[config.mk]
export PLATFORM = sky130hd
export DESIGN_NAME = dm_display_scanner
export DESIGN_NICKNAME = d
export VERILOG_FILES = /design/src/rtl/dm_display_pkg.sv /design/src/rtl/hex_to_7seg.sv /design/src/rtl/dm_display_scanner.sv
export SDC_FILE = /design/constraint.sdc
export NUM_CORES = 1
export LEC_CHECK = 0
export BUFFER_PORTS_ARGS = -buffer_cell sky130_fd_sc_hd__buf_2
export CAP_MARGIN = 30
export CORE_UTILIZATION = 32
export DETAILED_ROUTE_END_ITERATION = 7
export MAX_ROUTING_LAYER = met4
export PLACE_DENSITY = 0.48
export SKIP_LAST_GASP = 1
export SLEW_MARGIN = 0
export SYNTH_ARGS = -nofsm -noshare
export SYNTH_HDL_FRONTEND = slang
export SYNTH_HIERARCHICAL = 1
export SYNTH_SLANG_ARGS = --single-unit
export TNS_END_PERCENT = 100
[constraint.sdc]
create_clock -name clk -period 3.4 [get_ports clk]
set_input_delay 0.34 -clock clk [delete_from_list [all_inputs] [get_ports clk]]
set_output_delay 0.34 -clock clk [all_outputs]
set_load 0.03 [all_outputs]
[src/rtl/dm_display_pkg.sv]
// Shared types and constants for the data-memory display scanner.
// Holds the digit-slot enum and the active-low hex segment table.
package dm_display_pkg;

  typedef enum logic [1:0] {
    DIG0 = 2'd0,
    DIG1 = 2'd1,
    DIG2 = 2'd2,
    DIG3 = 2'd3
  } digit_sel_e;

  localparam logic [6:0] SEG_BLANK = 7'b1111111;

  // Segment order gfedcba, active-low.
  localparam logic [6:0] HEX_SEG [16] = '{
    7'b1000000, 7'b1111001, 7'b0100100, 7'b0110000,
    7'b0011001, 7'b0010010, 7'b0000010, 7'b1111000,
    7'b0000000, 7'b0010000, 7'b0001000, 7'b0000011,
    7'b1000110, 7'b0100001, 7'b0000110, 7'b0001110
  };

endpackage

[src/rtl/hex_to_7seg.sv]
// Combinational hex nibble to active-low seven-segment encoder.
module hex_to_7seg
  import dm_display_pkg::*;
(
  input  logic [3:0] hex,
  output logic [6:0] seg
);

  assign seg = HEX_SEG[hex];

endmodule

[src/rtl/dm_display_scanner.sv]
// Steps a data-memory debug pointer (auto dwell or manual pulses) and multiplexes
// either the pointed byte or the current instruction onto a 4-digit display.
module dm_display_scanner
  import dm_display_pkg::*;
#(
  parameter int unsigned DWELL_CYCLES   = 50_000_000,
  parameter int unsigned REFRESH_CYCLES = 100_000
) (
  input  logic        clk,
  input  logic        reset,
  input  logic        mode,
  input  logic        auto_en,
  input  logic        step_up,
  input  logic        step_down,
  input  logic [7:0]  data_on_dm,
  input  logic [15:0] curr_inst,
  output logic [3:0]  addr_on_dm,
  output logic [6:0]  seg,
  output logic [3:0]  an,
  output logic        dp
);

  localparam int unsigned DwellW   = (DWELL_CYCLES > 1) ? $clog2(DWELL_CYCLES) : 1;
  localparam int unsigned RefreshW = (REFRESH_CYCLES > 1) ? $clog2(REFRESH_CYCLES) : 1;
  localparam logic [DwellW-1:0]   DwellLast   = DwellW'(DWELL_CYCLES - 1);
  localparam logic [RefreshW-1:0] RefreshLast = RefreshW'(REFRESH_CYCLES - 1);

  logic [3:0]          ptr_q, ptr_d;
  logic [DwellW-1:0]   dwell_q, dwell_d;
  logic [RefreshW-1:0] refresh_q, refresh_d;
  digit_sel_e          slot_q, slot_d;
  logic [7:0]          capture_q;
  logic [6:0]          seg_q, seg_d;
  logic [3:0]          an_q, an_d;
  logic                dp_q, dp_d;
  logic [3:0]          hex_nib;
  logic [6:0]          hex_seg;
  logic                blank;

  // Pointer and dwell; manual pulses take priority over the auto step.
  always_comb begin
    ptr_d   = ptr_q;
    dwell_d = dwell_q;
    if (step_up || step_down) begin
      dwell_d = '0;
      if (step_up && !step_down) begin
        ptr_d = ptr_q + 4'd1;
      end else if (step_down && !step_up) begin
        ptr_d = ptr_q - 4'd1;
      end
    end else if (auto_en) begin
      if (dwell_q == DwellLast) begin
        dwell_d = '0;
        ptr_d   = ptr_q + 4'd1;
      end else begin
        dwell_d = dwell_q + DwellW'(1);
      end
    end else begin
      dwell_d = '0;
    end
  end

  // Digit-slot state machine, advanced by the refresh counter.
  always_comb begin
    refresh_d = refresh_q + RefreshW'(1);
    slot_d    = slot_q;
    if (refresh_q == RefreshLast) begin
      refresh_d = '0;
      unique case (slot_q)
        DIG0:    slot_d = DIG1;
        DIG1:    slot_d = DIG2;
        DIG2:    slot_d = DIG3;
        DIG3:    slot_d = DIG0;
        default: slot_d = DIG0;
      endcase
    end
  end

  // Content and anode decode for the current slot.
  always_comb begin
    hex_nib = 4'h0;
    blank   = 1'b0;
    an_d    = 4'b1111;
    dp_d    = 1'b1;
    unique case (slot_q)
      DIG0: begin
        hex_nib = mode ? curr_inst[3:0] : capture_q[3:0];
        an_d    = 4'b1110;
        dp_d    = ~mode;
      end
      DIG1: begin
        hex_nib = mode ? curr_inst[7:4] : capture_q[7:4];
        an_d    = 4'b1101;
      end
      DIG2: begin
        hex_nib = curr_inst[11:8];
        blank   = ~mode;
        an_d    = mode ? 4'b1011 : 4'b1111;
      end
      DIG3: begin
        hex_nib = mode ? curr_inst[15:12] : ptr_q;
        an_d    = 4'b0111;
      end
      default: ;
    endcase
    seg_d = blank ? SEG_BLANK : hex_seg;
  end

  hex_to_7seg u_hex_to_7seg (
    .hex (hex_nib),
    .seg (hex_seg)
  );

  always_ff @(posedge clk) begin
    if (reset) begin
      ptr_q     <= '0;
      dwell_q   <= '0;
      refresh_q <= '0;
      slot_q    <= DIG0;
      capture_q <= '0;
      seg_q     <= SEG_BLANK;
      an_q      <= 4'b1111;
      dp_q      <= 1'b1;
    end else begin
      ptr_q     <= ptr_d;
      dwell_q   <= dwell_d;
      refresh_q <= refresh_d;
      slot_q    <= slot_d;
      capture_q <= data_on_dm;
      seg_q     <= seg_d;
      an_q      <= an_d;
      dp_q      <= dp_d;
    end
  end

  assign addr_on_dm = ptr_q;
  assign seg        = seg_q;
  assign an         = an_q;
  assign dp         = dp_q;

endmodule

==> results of run 1 <==
-- cells by family (layout without fill, tap and decap cells) --
group | Yosys count | after routing | synth area share [%]
xor gates and xnor gates | 23 | 23 | 5.641
adders and majority gates | 16 | 16 | 5.606
DFF | 69 | 69 | 38.68
buffers and inverters | 32 | 77 | 3.714
muxes | 17 | 17 | 4.975
AOI/OAI and AO/OA | 66 | 66 | 11.74
and+or+nand+nor | 191 | 191 | 29.64
-- final cells by class --
cell class / instances / area (µm²)
Fill cell: 1148 / 6735
Multi-Input combinational cell: 313 / 2057
Sequential cell: 69 / 1381
Timing Repair Buffer: 49 / 255.2
Tap cell: 140 / 175.2
Clock buffer: 10 / 127.6
Clock inverter: 6 / 63.81
Inverter: 12 / 45.04
-- sequential cells by signal (all words and copies together) (netlist names) --
name	cells
dwell_q	26
refresh_q	17
capture_q	8
seg	7
addr_on_dm	4
an	4
slot_q	2
dp	1
-- worst paths after layout --
kind                            cells after the start  slack, ns                      end              startpoint
worst min-delay path                                2       0.19  capture_q[3]$_SDFF_PP0_           data_on_dm[3]
worst min register to register                      1       0.47    dwell_q[0]$_SDFF_PP0_   dwell_q[0]$_SDFF_PP0_
worst max register to register                      9       0.69        seg[3]$_SDFF_PP1_  slot_q[1]$_SDFFE_PP0N_
worst max-delay path                                9       0.69        seg[3]$_SDFF_PP1_  slot_q[1]$_SDFFE_PP0N_
-- synth_stat cells (all sizes together) (6+ instances only) --
master,n
xor2,15
and3,7
dfxtp,69
mux2i,11
clkbuf,15
or4,8
ha,16
nor3,11
a21oi,20
nand4,16
nor2,34
o21ai,18
nand3,25
nand2,29
mux2,6
xnor2,8
and4,10
nor2b,10
or3,19
inv,12
-- through the flow --
step / cell area, µm² / hold WS, ns
2_1_floorplan: 3571 / 0.4302
3_3_place_gp: 3906 / 0.4464
3_5_place_dp: 3914 / 0.4551
4_1_cts: 4105 / 0.1759
5_1_grt: 4105 / 0.1722
6_report: 4105 / 0.1924
-- per-layer routing --
| layer | GRT usage (%) | up-vias | part of all wire [%] | routed length [µm] |
|---|---|---|---|---|
| met1 | 20.21 | 1422 | 50 | 4128 |
| li1 | - | 1585 | - | - |
| met2 | 23.17 | 50 | 44 | 3637 |
| met3 | 3.874 | 10 | 3.9 | 322 |
| met5 | - | - | 0 | 0 |
| met4 | 5.871 | 0 | 1.5 | 126 |
-- power by group through the flow --
stage          Clock, W  Sequential [W]  Combinational [W]
2_1_floorplan         0        0.000896           0.000102
3_3_place_gp          0        0.000870           0.000184
3_5_place_dp          0        0.000869           0.000186
4_1_cts        0.000692        0.000850           0.000187
5_1_grt        0.000728        0.000854           0.000206
6_report       0.000664        0.000850           0.000186
-- worst reg2reg max path, stage by stage (launching register included) --
cell     delay, ns
dfxtp_1       0.37
inv_1         0.12
ha_1          0.40
mux2i_1       0.54
inv_1         0.20
ha_1          0.23
or2_1         0.22
a21oi_1       0.13
a31oi_1       0.05
or3_1         0.34
==> results.sh, run 1 <==
export IMPL_clk_pin_slew_ns=0.08
export IMPL_hp_class="in2reg"
export IMPL_power_w=0.001700
export IMPL_synth_async_reset_ratio_pct=0
export IMPL_numCtsBuffers=9
export IMPL_cp_cell_sequence="inv_1, ha_1, mux2i_1, inv_1, ha_1, or2_1, a21oi_1, a31oi_1, or3_1"
export IMPL_clock_sinks=69
export IMPL_overflow=0
export IMPL_cts_max_level=3
export IMPL_ys_flop_type="dfxtp_1"
export IMPL_grtUsageTotal_pct=15.55
export IMPL_drt_wl_total_mm=8.215
export IMPL_final_setup_tns_ns=0
export IMPL_cts_tree="done"
export IMPL_synth_seq_area_share_pct=38.68
export IMPL_grt_pass1_wl_mm=13.57
export IMPL_combPwrFrac_pct=10.9
export IMPL_pwr_share_seq_pct=50.0
export IMPL_num_rows=38
export IMPL_root_buffer="clkbuf_8"
export IMPL_mostFrequentLayoutCell="dfxtp_1"
export IMPL_worstPathMaxFanout=7
export IMPL_avgRoutedWirePerCell_um=13.71
export IMPL_cp_slowest_cell="mux2i_1"
export IMPL_dpl_hpwl_mm=5.857
export IMPL_critPathKind="reg2reg"
export IMPL_ys_types=55
export IMPL_post_route_period_util_pct=79.79
export IMPL_cp_buffers_inverters=2
export IMPL_start_util_pct=32.94
export IMPL_numPortBuffers=45
export IMPL_placed_cells=583
export IMPL_ys_seq_elements=69
export IMPL_grt_pass1_vias=2781
export IMPL_yosys_warnings=6
export IMPL_status="finished clean"
export IMPL_min_period_ns=2.713
export IMPL_ctsResizeCount=0
export IMPL_diodes=0
export IMPL_cts_hold_buf=0
export IMPL_drive_gt1_share_pct=16.12
export IMPL_slowest_delay_ns=0.54
export IMPL_p_per_area_nw_per_um2=414.0
export IMPL_dr_pass1_iters=4
export IMPL_dp_slack_ns=0.7045
export IMPL_clockPowerShare_pct=39.1
export IMPL_syn_nets=460
export IMPL_critPathCaptureType="flip-flop"
export IMPL_area_growth_pct=14.96
export IMPL_worst_setup_path_start_kind="flip-flop"
export IMPL_clock_fmax_mhz=368.6
export IMPL_hold_viol=0
export IMPL_clock_latency_ns=0.35
export IMPL_viasPerCell=5.120
export IMPL_switching_share_pct=26.81
export IMPL_ant_nets=0
export IMPL_drc=0
export IMPL_power_leakage_nw=1.528
export IMPL_post_cts_buffers=0
export IMPL_syn_area_um2=3571
export IMPL_synth_top_area_cell="dfxtp_1"
export IMPL_finalSetupViolations=0
export IMPL_yosysTopAreaCellShare_pct=38.68
export IMPL_io_pins=46
export IMPL_rsz0062_at_grt="false"
export IMPL_synth_area_leaders="dfxtp_1 (39%), ha_1 (5.6%), xor2_1 (3.7%)"
export IMPL_layout_common_cells="dfxtp_1 (69), buf_2 (45), nor2_1 (34), nand2_1 (28), nand3_1 (24)"
export IMPL_die_area_um2=11590
export IMPL_fin_util_pct=37.87
export IMPL_synth_edf_count=0
export IMPL_die_height_um=107.6
export IMPL_first_iter_violations=165
export IMPL_avgSynthCellArea_um2=8.625
export IMPL_slew_headroom_pct=30.38
export IMPL_clock_path_buffers=2
export IMPL_p_int_w=0.001244
export IMPL_nets=500
export IMPL_grt_antenna_before_repair=0
export IMPL_crit_required_ns=3.64
export IMPL_cp_arrival_ns=2.95
export IMPL_ir_worst_vdd_v=0.0002120
export IMPL_fin_cells=599
export IMPL_drv_slew=0
export IMPL_grt_max_degree=32
export IMPL_critPathTopFamily="adder cells"
export IMPL_die_x_um=107.6
export IMPL_finClkSkew_ns=0.009075
export IMPL_switchingPower_w=0.0004557
export IMPL_via_count=3067
export IMPL_syn_inst=414
export IMPL_drv_cap=0
export IMPL_tightestPinTransition_ns=1.015
export IMPL_coreArea_um2=10840
export IMPL_place_congestion=0.7711
export IMPL_setup_slack_ns=0.6871
Note: power is estimated with default switching activity, not from simulation.
==> run 2: changes to the inputs <==
Clock period 3.4 ns to 2.7 ns, I/O delays scaled along.
==> run 2 against run 1 <==
Effect of this change:
- combinational power up 40%
- register-to-register slack got worse by 0.44 ns
- sequential share of layout area shrank 0.92 points
- design area grew 2.9%
- wire length increased by 2.7%
- non-clock buffer count increased by 10
- fmax increased by 11%
- flip-flop and latch count unchanged
- largest cell class unchanged
- utilization rose by 1.1 points
- clock power grew 48%
- worst setup slack worse by 0.44 ns
==> results.sh, run 2 (synthesis results as in run 1) <==
export IMPL_switchingPower_w=0.0006136
export IMPL_r2r_slack_ns=0.25
export IMPL_cts_max_level=3
export IMPL_combPwrFrac_pct=11.3
export IMPL_wl_met1_mm=4.191
export IMPL_p_per_area_nw_per_um2=545.3
export IMPL_nets=510
export IMPL_critPathCaptureType="flip-flop"
export IMPL_via_count=3102
export IMPL_num_rows=38
export IMPL_finClkSkew_ns=0.01009
export IMPL_dpl_hpwl_mm=6.120
export IMPL_routed_top_layer="met4"
export IMPL_drv_cap=0
export IMPL_grt_antenna_before_repair=0
export IMPL_post_route_period_util_pct=90.69
export IMPL_final_setup_tns_ns=0
export IMPL_clock_sinks=69
export IMPL_clockPowerShare_pct=42.6
export IMPL_worstPathMaxFanout=6
export IMPL_place_congestion=0.7580
export IMPL_rsz0062_at_grt="false"
export IMPL_grt_pass1_wl_mm=14.25
export IMPL_top_regs="dwell_q (26), refresh_q (17), capture_q (8)"
export IMPL_switching_share_pct=26.64
export IMPL_start_util_pct=32.94
export IMPL_p_int_w=0.001690
export IMPL_coreArea_um2=10840
export IMPL_pwr_share_seq_pct=46.1
export IMPL_hp_class="in2reg"
export IMPL_min_period_ns=2.449
export IMPL_first_iter_violations=153
export IMPL_numCtsBuffers=9
export IMPL_seq_area_um2=1383
export IMPL_clk_pin_slew_ns=0.09
export IMPL_clock_fmax_mhz=408.4
export IMPL_grtUsageTotal_pct=16.06
export IMPL_die_x_um=107.6
export IMPL_root_buffer="clkbuf_8"
export IMPL_finalSetupViolations=0
export IMPL_numPortBuffers=45
export IMPL_tightestPinTransition_ns=0.7137
export IMPL_cts_hold_buf=0
export IMPL_mostFrequentLayoutCell="dfxtp_1"
export IMPL_slew_headroom_pct=51.06
export IMPL_viasPerCell=5.094
export IMPL_clock_latency_ns=0.35
export IMPL_io_pins=46
export IMPL_worst_setup_path_start_kind="flip-flop"
export IMPL_power_leakage_nw=1.595
export IMPL_crit_required_ns=2.94
export IMPL_drt_wl_total_mm=8.434
export IMPL_die_height_um=107.6
export IMPL_die_area_um2=11590
export IMPL_clock_path_buffers=2
export IMPL_critPathKind="reg2reg"
export IMPL_grt_pass1_vias=2971
export IMPL_cts_tree="done"
export IMPL_status="finished clean"
export IMPL_hold_ws_ns=0.1155
export IMPL_met2WireLength_mm=3.925
export IMPL_drive_gt1_share_pct=18.98
export IMPL_multi_input_area_um2=2063
export IMPL_ant_nets=0
export IMPL_diodes=0
export IMPL_regMostFlops="dwell_q"
export IMPL_overflow=0
export IMPL_grt_max_degree=31
export IMPL_area_growth_pct=18.29
export IMPL_cp_arrival_ns=2.68
export IMPL_hold_viol=0
export IMPL_detailroute_wirelength_met3_um=222
export IMPL_dr_pass1_iters=5
export IMPL_drc=0
export IMPL_avgRoutedWirePerCell_um=13.85
export IMPL_ir_worst_vdd_v=0.0002692
export IMPL_layout_common_cells="dfxtp_1 (68), buf_2 (45), nor2_1 (34), nand2_1 (28), nand3_1 (24)"
export IMPL_fillCellCount=1117
export IMPL_drv_slew=0
export IMPL_largest_reg_flops=26
-- run 2: cell types whose count changed in the layout (fill, tap and decap cells not counted), sizes merged --
cell,change
clkinv,-2
clkbuf,-1
buf,+10
clkinvlp,-2
inv,+4
bufinv,+1
-- run 2: final cells by class --
cell class | instances | share of cell area [%]
clock inverters | 7 | 2.459
well taps | 140 | 4.147
inverters | 12 | 1.066
multi-input cells | 313 | 48.84
clock buffers | 9 | 2.932
repair buffers | 59 | 7.820
flip-flops and latches | 69 | 32.73
-- run 2: critical path, cell delays in order, from the launching register on --
cell      delay (ns)
dfxtp_2         0.39
inv_1           0.09
ha_1            0.25
a222oi_1        0.38
mux2i_2         0.22
ha_1            0.26
or2_1           0.22
a21oi_1         0.13
a31oi_1         0.05
or3_1           0.34
-- run 2: metal layers --
metal	GRT usage, %	vias up
met2	25.05	39
met4	5.284	0
met1	20.26	1456
met3	3.995	9
met5	-	-
li1	-	1598
-- run 2: path summary, 6_finish.rpt --
check | start | endpoint | depth (start not counted)
max reg2reg | slot_q[1]$_SDFFE_PP0N_ | seg[3]$_SDFF_PP1_ | 9
max | slot_q[1]$_SDFFE_PP0N_ | seg[3]$_SDFF_PP1_ | 9
min reg2reg | refresh_q[0]$_SDFF_PP0_ | refresh_q[0]$_SDFF_PP0_ | 1
min | data_on_dm[7] | capture_q[7]$_SDFF_PP0_ | 2
-- run 2: metrics by stage --
| stage | total power [W] | cells | instance area [µm²] | worst slack (ns) | util, % |
|---|---|---|---|---|---|
| 3_5_place_dp | 0.001345 | 591 | 3974 | 0.1122 | 36.66 |
| 4_1_cts | 0.002345 | 607 | 4202 | 0.08498 | 38.76 |
| 6_report | 0.002303 | 609 | 4224 | 0.2513 | 38.97 |
| 3_3_place_gp | 0.001343 | 590 | 3966 | 0.1079 | 36.59 |
| 2_1_floorplan | 0.001257 | 414 | 3571 | 0.1017 | - |
| 5_1_grt | 0.002425 | 609 | 4224 | 0.04787 | 38.97 |
-- run 2: power groups by stage --
stage	combinational, W	clock (W)	sequential [W]
finish	0.000260	0.000980	0.00106
global placement	0.000255	0	0.00109
global route	0.000290	0.00107	0.00107
CTS	0.000259	0.00102	0.00106
floorplan	0.000129	0	0.00113
detailed placement	0.000258	0	0.00109
-- run 2: what timing repair did --
action	4_1_cts	5_1_grt
endpoints found under the setup margin	0	3
setup buffers	0	2
gates resized for setup	0	4
==> run 3: changes to the inputs <==
Settings changed: ABC_AREA from default to 1.
==> run 3 against run 2 <==
Effect of this change:
- area after synthesis grew 2.8%
- hold slack gained 0.014 ns
- wire length is essentially flat
- first-iteration DRC count grew 11%
- clock power grew 28%
- clock-buffer cell count is the same
- flip-flop and latch count is the same
- synthesized cell count grew 29%
- non-clock buffer count shrank 11
- combinational power shrank 13%
- die area grew 2.8%
- clock skew shrank 0.0049 ns
- critical endpoint unchanged
==> results.sh, run 3 <==
export IMPL_drv_cap=0
export IMPL_dr_pass1_iters=4
export IMPL_reg2reg_from="slot_q[1]$_SDFFE_PP0N_"
export IMPL_cts_tree="done"
export IMPL_grt_pass1_wl_mm=14.35
export IMPL_yosysMostFrequentCell="nand2_1"
export IMPL_switching_share_pct=24.15
export IMPL_die_height_um=109.1
export IMPL_switchingPower_w=0.0006141
export IMPL_avgRoutedWirePerCell_um=11.58
export IMPL_clock_latency_ns=0.34
export IMPL_place_congestion=0.7977
export IMPL_min_path_cells=3
export IMPL_ys_top_cells_by_count="nand2_1 (123), nor2_1 (90), inv_1 (72)"
export IMPL_clk_pin_slew_ns=0.06
export IMPL_power_leakage_nw=1.829
export IMPL_r2r_slack_ns=0.43
export IMPL_critPathKind="reg2reg"
export IMPL_holdPathEnd="capture_q[7]$_SDFF_PP0_"
export IMPL_ant_nets=0
export IMPL_drt_wl_total_mm=8.432
export IMPL_numCtsBuffers=9
export IMPL_layout_common_cells="nand2_1 (123), nor2_1 (90), inv_1 (72), dfxtp_1 (69), buf_2 (47)"
export IMPL_synth_seq_area_share_pct=37.61
export IMPL_cp_cell_sequence="inv_1, ha_1, o21ai_0, o221ai_1, nand2_1, o21ai_0, inv_1, ha_1, nand2_1, nand3_1, nand2_1, inv_1, nand2_1"
export IMPL_top_regs="dwell_q (26), refresh_q (17), capture_q (8)"
export IMPL_numPortBuffers=45
export IMPL_r2r_end="seg[3]$_SDFF_PP1_"
export IMPL_combPwrFrac_pct=8.9
export IMPL_viasPerCell=4.515
export IMPL_tightestPinTransition_ns=0.6360
export IMPL_cp_slowest_cell="ha_1"
export IMPL_yosysTopAreaCellShare_pct=37.61
export IMPL_synth_edf_count=0
export IMPL_ys_flop_type="dfxtp_1"
export IMPL_die_x_um=109.1
export IMPL_nets=629
export IMPL_drv_slew=0
export IMPL_first_iter_violations=170
export IMPL_area_growth_pct=18.26
export IMPL_regMostFlops="dwell_q"
export IMPL_pwr_share_seq_pct=42.0
export IMPL_overflow=0
export IMPL_largest_reg_flops=26
export IMPL_dpl_hpwl_mm=6.369
export IMPL_slew_headroom_pct=57.60
export IMPL_use_met3_pct=5.320
export IMPL_slowest_delay_ns=0.35
export IMPL_cpMostUsedCell="nand2_1"
export IMPL_root_buffer="clkbuf_16"
export IMPL_post_route_period_util_pct=84.21
export IMPL_ys_seq_elements=69
export IMPL_grtUsageTotal_pct=16.25
export IMPL_mostFrequentLayoutCell="nand2_1"
export IMPL_clock_path_buffers=2
export IMPL_fin_cells=728
export IMPL_diodes=0
export IMPL_via_count=3287
export IMPL_final_setup_tns_ns=0
export IMPL_grt_use_met1_pct=20.37
export IMPL_hold_viol=0
export IMPL_cp_arrival_ns=2.47
export IMPL_grt_max_degree=27
export IMPL_min_from="data_on_dm[7]"
export IMPL_critPathCaptureType="flip-flop"
export IMPL_finalSetupViolations=0
export IMPL_clock_sinks=69
export IMPL_p_per_area_nw_per_um2=585.5
export IMPL_placed_cells=712
export IMPL_crit_required_ns=2.89
export IMPL_die_area_um2=11910
export IMPL_grt_pass1_vias=2987
export IMPL_cts_max_level=3
export IMPL_p_int_w=0.001929
export IMPL_rsz0062_at_grt="false"
export IMPL_synth_top_area_cell="dfxtp_1"
export IMPL_fin_util_pct=39.37
export IMPL_worstPathMaxFanout=5
export IMPL_status="finished clean"
export IMPL_use_met2_pct=24.80
export IMPL_start_util_pct=33.29
export IMPL_num_rows=38
export IMPL_min_period_ns=2.274
export IMPL_clockPowerShare_pct=49.2
export IMPL_ir_worst_vdd_v=0.0005332
export IMPL_finClkSkew_ns=0.005230
export IMPL_worst_setup_path_start_kind="flip-flop"
export IMPL_avgSynthCellArea_um2=6.877
export IMPL_ys_types=35
export IMPL_syn_area_um2=3672
export IMPL_io_pins=46
export IMPL_syn_inst=534
export IMPL_setup_slack_ns=0.4263
export IMPL_fillCellCount=1191
export IMPL_reg2reg_depth=13
export IMPL_hp_class="in2reg"
export IMPL_synth_area_leaders="dfxtp_1 (38%), nand2_1 (13%), nor2_1 (9.2%)"
export IMPL_yosys_warnings=6
export IMPL_syn_nets=580
export IMPL_coreArea_um2=11030
export IMPL_synth_async_reset_ratio_pct=0
export IMPL_drive_gt1_share_pct=14.63
export IMPL_dp_slack_ns=0.2181
export IMPL_drc=0
export IMPL_grt_antenna_before_repair=0
export IMPL_grt_busiest_layer="met2"
export IMPL_clock_fmax_mhz=439.8
run 3: changes by cell type after synthesis, moves of 11 or more:
cell      delta
nand2_1     +95
inv_1       +61
nor2_1      +56
or3_1       -19
clkbuf_1    -11
mux2i_1     -11
o21ai_0     +11
run 3: critical path: cells and delay by family (launching register included):
| kind | cells | cell delay (ns) |
|---|---|---|
| compound gates | 3 | 0.48 |
| buf+inv | 3 | 0.39 |
| flops | 1 | 0.34 |
| simple gates | 5 | 0.29 |
| fa+ha+maj | 2 | 0.61 |
run 3: cells by family after synthesis:
kind of cell | after synthesis | share of synthesized area, %
and+or+nand+nor | 291 | 34.82
buffers and inverters | 83 | 9.267
DFF | 69 | 37.61
AOI/OAI and AO/OA | 57 | 8.552
xor gates and xnor gates | 18 | 4.293
adders and majority gates | 16 | 5.451
run 3: worst max-delay path by stage:
stage	from	endpoint	slack [ns]	cells after the start
2_1_floorplan	slot_q[1]$_SDFFE_PP0N_	seg[3]$_SDFF_PP1_	0.68	11
3_3_place_gp	slot_q[1]$_SDFFE_PP0N_	seg[3]$_SDFF_PP1_	0.1	11
5_1_grt	slot_q[1]$_SDFFE_PP0N_	seg[3]$_SDFF_PP1_	0.15	13
4_1_cts	slot_q[1]$_SDFFE_PP0N_	seg[3]$_SDFF_PP1_	0.19	11
3_5_place_dp	slot_q[1]$_SDFFE_PP0N_	seg[3]$_SDFF_PP1_	0.22	11
6_report	slot_q[1]$_SDFFE_PP0N_	seg[3]$_SDFF_PP1_	0.43	13
run 3: power by group through the flow:
| stage | clock, W | sequential (W) | combinational, W |
|---|---|---|---|
| floorplan | 0 | 0.00112 | 0.000121 |
| global placement | 0 | 0.00109 | 0.000222 |
| detailed placement | 0 | 0.00109 | 0.000225 |
| CTS | 0.00130 | 0.00107 | 0.000227 |
| global route | 0.00134 | 0.00107 | 0.000257 |
| finish | 0.00125 | 0.00107 | 0.000226 |
run 3: area by class of cell:
| class | instances | area (µm²) | area share [%] |
|---|---|---|---|
| clock inverters | 7 | 90.09 | 2.074 |
| inverters | 73 | 274.0 | 6.309 |
| well taps | 140 | 175.2 | 4.033 |
| repair buffers | 48 | 242.7 | 5.589 |
| clock buffers | 9 | 225.2 | 5.186 |
| flip-flops and latches | 69 | 1381 | 31.81 |
| multi-input cells | 382 | 1954 | 45.00 |
run 3: per-layer routing:
metal	routed length, µm	up-vias	share of wire, %
li1	-	1782	-
met1	4180	1456	50
met2	3843	44	46
met3	304	5	3.6
met4	104	0	1.2
met5	0	-	0
run 3: timing repair:
item / in CTS / in global routing
setup buffers: 0 / 0
gates resized for setup: 0 / 2
hold buffers: 0 / 0
endpoints found under the setup margin: 0 / 3
run 3: metrics by stage:
stage	hold WS, ns	total power [W]	instance area (µm²)
after CTS	0.1192	0.002591	4339
after floorplan	0.3770	0.001244	3672
final	0.1299	0.002543	4343
after detailed placement	0.4467	0.001316	4024
after global routing	0.1333	0.002663	4343
after global placement	0.4347	0.001313	4014
